==> src/rtl/demux.sv <==
// Four-channel demultiplexer with per-channel hold registers and a valid/ack handshake.
// A word goes to the channel picked by ch, or by an internal rotating pointer in sequential mode.
module demux #(
  parameter int WIDTH = 4
) (
  input  logic             clk,
  input  logic             rst_n,
  input  logic [WIDTH-1:0] i,
  input  logic [1:0]       ch,
  input  logic             auto_en,
  input  logic             in_valid,
  output logic             in_ready,
  output logic [WIDTH-1:0] a,
  output logic [WIDTH-1:0] b,
  output logic [WIDTH-1:0] c,
  output logic [WIDTH-1:0] d,
  output logic [3:0]       out_valid,
  input  logic [3:0]       out_ack,
  output logic             frame_done
);

  logic [WIDTH-1:0] data_reg [4];
  logic [3:0]       valid_reg;
  logic [1:0]       ptr_reg;
  logic             frame_reg;
  logic [1:0]       target;
  logic             xfer;

  assign target   = auto_en ? ptr_reg : ch;
  // A full channel can still accept when it is being drained in the same cycle.
  assign in_ready = !valid_reg[target] || out_ack[target];
  assign xfer     = in_valid && in_ready;

  always_ff @(posedge clk or negedge rst_n) begin
    if (!rst_n) begin
      for (int k = 0; k < 4; k++) begin
        data_reg[k] <= '0;
      end
      valid_reg <= 4'b0000;
    end else begin
      for (int k = 0; k < 4; k++) begin
        if (xfer && (target == 2'(k))) begin
          data_reg[k]  <= i;
          valid_reg[k] <= 1'b1;
        end else if (out_ack[k]) begin
          valid_reg[k] <= 1'b0;
        end
      end
    end
  end

  // Leaving sequential mode for even one edge restarts the frame at channel a.
  always_ff @(posedge clk or negedge rst_n) begin
    if (!rst_n) begin
      ptr_reg   <= 2'd0;
      frame_reg <= 1'b0;
    end else begin
      frame_reg <= xfer && auto_en && (ptr_reg == 2'd3);
      if (!auto_en) begin
        ptr_reg <= 2'd0;
      end else if (xfer) begin
        ptr_reg <= ptr_reg + 2'd1;
      end
    end
  end

  assign a          = data_reg[0];
  assign b          = data_reg[1];
  assign c          = data_reg[2];
  assign d          = data_reg[3];
  assign out_valid  = valid_reg;
  assign frame_done = frame_reg;

endmodule

==> config.mk <==
export PLATFORM = sky130hd
export DESIGN_NAME = demux
export DESIGN_NICKNAME = d
export VERILOG_FILES = /design/src/rtl/demux.sv
export SDC_FILE = /design/constraint.sdc
export NUM_CORES = 1
export LEC_CHECK = 0
export ABC_CLOCK_PERIOD_IN_PS = 2000
export BUFFER_PORTS_ARGS = -buffer_cell sky130_fd_sc_hd__buf_2
export CAP_MARGIN = 5
export CORE_ASPECT_RATIO = 1.25
export CORE_MARGIN = 2
export CORE_UTILIZATION = 40
export DETAILED_ROUTE_END_ITERATION = 6
export MAX_ROUTING_LAYER = met4
export PLACE_DENSITY_LB_ADDON = 0.08
export SLEW_MARGIN = 10
export SYNTH_ARGS = -nofsm -noshare
export SYNTH_HDL_FRONTEND = slang
export SYNTH_SLANG_ARGS = --single-unit
==> constraint.sdc <==
create_clock -name clk -period 2 [get_ports clk]
set_input_delay 0.5 -clock clk [delete_from_list [all_inputs] [get_ports clk]]
set_output_delay 0.5 -clock clk [all_outputs]
set_load 0.02 [all_outputs]
# [Word level (Yosys, flattened, before mapping)]
# Cells that the tools add are included.
# Widths: inputs -> output; s select.
[op_classes] magnitude_cmp=1 addsub=1 muxes=15 eq_ne=5 reduce_logical=14
[ops] operator="$mux 1" count=10
[ops] operator="$reduce_bool 2->1" count=4
[ops] operator="$logic_and 1x1->1" count=7
[ops] operator="$eq 2x2->1 const B" count=3
[ops] operator="$mux 2" count=3
[ops] operator="$bmux 1 s2" count=2
[ops] operator="$lt 2x3->1 const B" count=1
[ops] operator="$add 2x1->2 const B" count=1
[ops] operator="$eq 2x1->1 const B" count=1
[ops] operator="$logic_not 2->1" count=1
[ops] operator="$ne 2x1->1 const B" count=1
[ops] operator="$logic_not 1->1" count=1
[ops] operator="$logic_or 1x1->1" count=1
[word_totals] inputBits=14 wordCells=46 reg_bits=23

# [Depth between registers and ports, before layout]
[logic_depth] ltp_word=8 mapped_depth=6

# [Least setup slack after synthesis]
# Ideal clock, no wire load.
[synth_timing] path_kind="input -> output" from="in auto_en" to="out in_ready" slack_ps=-64 required_ps=1500 t_arrival_ps=1564 cell_stages=4 cell_sequence="buf_6 > mux2i_1 > mux2i_1 > mux2i_1"
[synth_between] elab_chain_len=5
[synth_lines] item="start, declared" line="10" text="input logic auto_en,"
[synth_lines] item="$mux 2 (*)" line="29" text="assign target = auto_en ? ptr_reg : ch;"
[synth_lines] item="$bmux 1 s2" line="31" text="assign in_ready = !valid_reg[target] || out_ack[target];"
[synth_lines] item="$mux 1 (not written as such)" line="31"
[synth_lines] item="$logic_not 1->1" line="31"
[synth_lines] item="$logic_or 1x1->1 (*)" line="31"
[synth_lines] item="end, declared" line="12" text="output logic in_ready,"
# Mark *: on every way between the ends. The rest lies on a longest branch, timed or not. The select of a mux whose other input is x is not followed.

# [Worst setup path after layout]
[layout_timing] from="reg ptr_reg[1]" to="out in_ready"
[layout_between] elab_chain_len=5
[layout_lines] item="start, declared" line="24" text="logic [1:0] ptr_reg;"
[layout_lines] item="start signal, assigned" line="62" text="ptr_reg <= ptr_reg + 2'd1;"
[layout_lines] item="$mux 2 (*)" line="29"
[layout_lines] item="$bmux 1 s2" line="31"
[layout_lines] item="$mux 1 (not written as such)" line="31"
[layout_lines] item="$logic_not 1->1" line="31"
[layout_lines] item="$logic_or 1x1->1 (*)" line="31"
# Marked as above.

==> results.tsv <==
metric	value	unit
fin crit share	102	%
Warnings, synthesis	0	
number of synthesized flops with an enable pin	0	
Crit Path Class	reg -> out	
DR vias	702	
ANT cells	0	
commonest cells in the netlist	dfrtp_1 (23), mux2_2 (12), nand2_1 (7)	
Syn Nets	85	
routed wire length	1950	µm
leading area contributor after synthesis	dfrtp_1	
Final Hold Viols	0	
clk slew on worst S/H paths	120	ps
IO Port Bufs	35	
Initial Utilization	41.9	%
clock tree root driver cell	clkbuf_4	
wire per inst	13.0	µm
# fillers	245	
TritonRoute pass-1 iters	2	
Hold Crit Class	in -> async	
Clock Sinks	23	
Die ar.	0.00293	mm²
Tightest Pin Transition	493	ps
FF+latch count, synth	23	
largest net degree at the start of global routing	24	
Tmin final	2030	ps
Achievable Freq	492	MHz
Leak	0.688	nW
antenna violation net count after detailed routing	0	
RSZ-0062 raised after global routing	true	
Worst setup EP type	primary output	
Synth Cell Area	0.00101	mm²
Most used DFF post-synth	dfrtp_1	
asr flop ratio synth	100	%
Pwr Density	1080	mW/mm²
CTS tree	yes	
critical path fanouts, max	4	
htree depth	1	
insertion delay to the later sink of the worst-skew pair	300	ps
Place WS	-62.2	ps
boundary pin count	36	
WP data required	1500	ps
Fin Clk Skew	3.21	ps
TritonCTS buffer count	3	
violated checks	setup timing	
DIE WIDTH	48.9	µm
max-slew violation count	0	
vias in the first global route	681	
post-synthesis cell type count	19	
Max IR drop VDD	663	µV
area grow syn2layout	31.5	%
dpl cells	140	
layout cells sized above 1	59.8	%
syn_area_per_cell	14.4	µm²
final setup fails	1	
GRT Util Overall	15.1	%
top-count cell post-synth	dfrtp_1	
setup TNS	-34.4	ps
drt initial violations	8	
DR DRC count	0	
DIE HEIGHT	60.1	µm
CTS max path bufs	2	
max-cap check violation count	0	
Post-Syn Instances	70	
core area	0.00240	mm²
Post-Layout Cell Count	150	
hold bufs inserted after CTS	0	
largest cells by area after synthesis	dfrtp_1 (57%), mux2_2 (13%), mux2_4 (6.0%)	
gpl congestion	0.785	
nets@finish	133	
drt via density	4.68	
CP arrival	1530	ps
Startpoint Class	flip-flop	
status	complete, but fails checks	
area fraction of the dominant cell type after synthesis	57.2	%
Post-DP HPWL	1410	µm
first-pass GRT wire length	3140	µm
worst relative slew slack	67.2	%
setup ws final	-34.4	ps
# rows	20	
sequential-to-total area share from yosys stat	57.2	%
initial antenna violation count	0	
total gr overflow	0	
-- power by group --
part	total (W)	switching, W	internal (W)
Clock	0.000207	0.000132	0.0000745
Combinational	0.000560	0.000302	0.000258
Sequential	0.000657	0.0000639	0.000593
-- cell families (layout without fill, tap and decap cells) --
| kind of cell | after synthesis | in the layout | share of synthesized area, % |
|---|---|---|---|
| flops | 23 | 23 | 57.2 |
| mux | 22 | 22 | 26.6 |
| simple gates | 20 | 20 | 11.6 |
| compound gates | 2 | 2 | 1.12 |
| buf+inv | 2 | 49 | 2.24 |
| fa+ha+maj | 1 | 1 | 1.24 |
-- final timing paths --
check / slack (ps) / depth (start not counted) / end / from
hold reg to reg: 510 / 1 / a[3] / a[3]
max in group asynchronous: 1530 / 1 / out_valid[3] / rst_n
setup reg to reg: 300 / 5 / d[3] / ptr_reg[0]
setup / recovery: -30 / 5 / in_ready / ptr_reg[1]
min in group clk: 460 / 2 / c[3] / i[3]
hold / removal: 140 / 1 / c[2] / rst_n
-- metrics by stage --
stage | hold slack (ps) | instance area [µm²] | utilization, % | power, W
floorplan | 204 | 1010 | - | 0.00102
global placement | 482 | 1230 | 51.4 | 0.00120
detailed placement | 488 | 1230 | 51.4 | 0.00121
CTS | 146 | 1300 | 54.1 | 0.00144
global route | 158 | 1320 | 55.1 | 0.00151
finish | 142 | 1320 | 55.1 | 0.00142
-- per-layer routing --
metal | up-vias | share of wire (%) | track usage [%] | routed length, µm
met5 | - | 0 | - | 0
met4 | 0 | 1.4 | 9.80 | 27
met3 | 2 | 5.0 | 2.00 | 97
met2 | 20 | 50 | 24.1 | 970
met1 | 339 | 44 | 18.3 | 851
li1 | 341 | - | - | -
-- worst max-delay path, cell delays in order, from the launching register on --
cell	delay (ps)
dfrtp_1	420
mux2i_1	140
buf_4	170
mux2i_2	240
mux2i_2	90
buf_2	160
-- area by class of cell --
type	count	area, µm²	area share [%]
Sequential cell	23	576	43.5
Clock inverter	1	5.00	0.378
Timing Repair Buffer	45	250	18.9
Multi-Input combinational cell	45	428	32.4
Clock buffer	3	22.5	1.70
Tap cell	33	41.3	3.12
-- layout by cell type (no fill, tap or decap) --
master and count:
mux2_2 12, nand2_1 7, and2b_1 1, ha_1 1, mux2i_1 2, nand2_2 1, and3_1 1, o22ai_1 1
mux2_4 4, nand4_1 1, nand3_1 1, mux2i_2 2, clkinv_2 1, buf_2 35, mux2i_4 2, nand2b_1 5
nand3b_1 1, dfrtp_1 23, clkbuf_4 3, nand4bb_1 1, buf_4 10, o21ai_0 1, or3b_1 1
-- repair_timing --
item	4_1_cts	5_1_grt
buffers inserted	3	3
endpoints found under the setup margin	1	1
gates resized for setup	3	0
(Power assumes the default switching activity.)
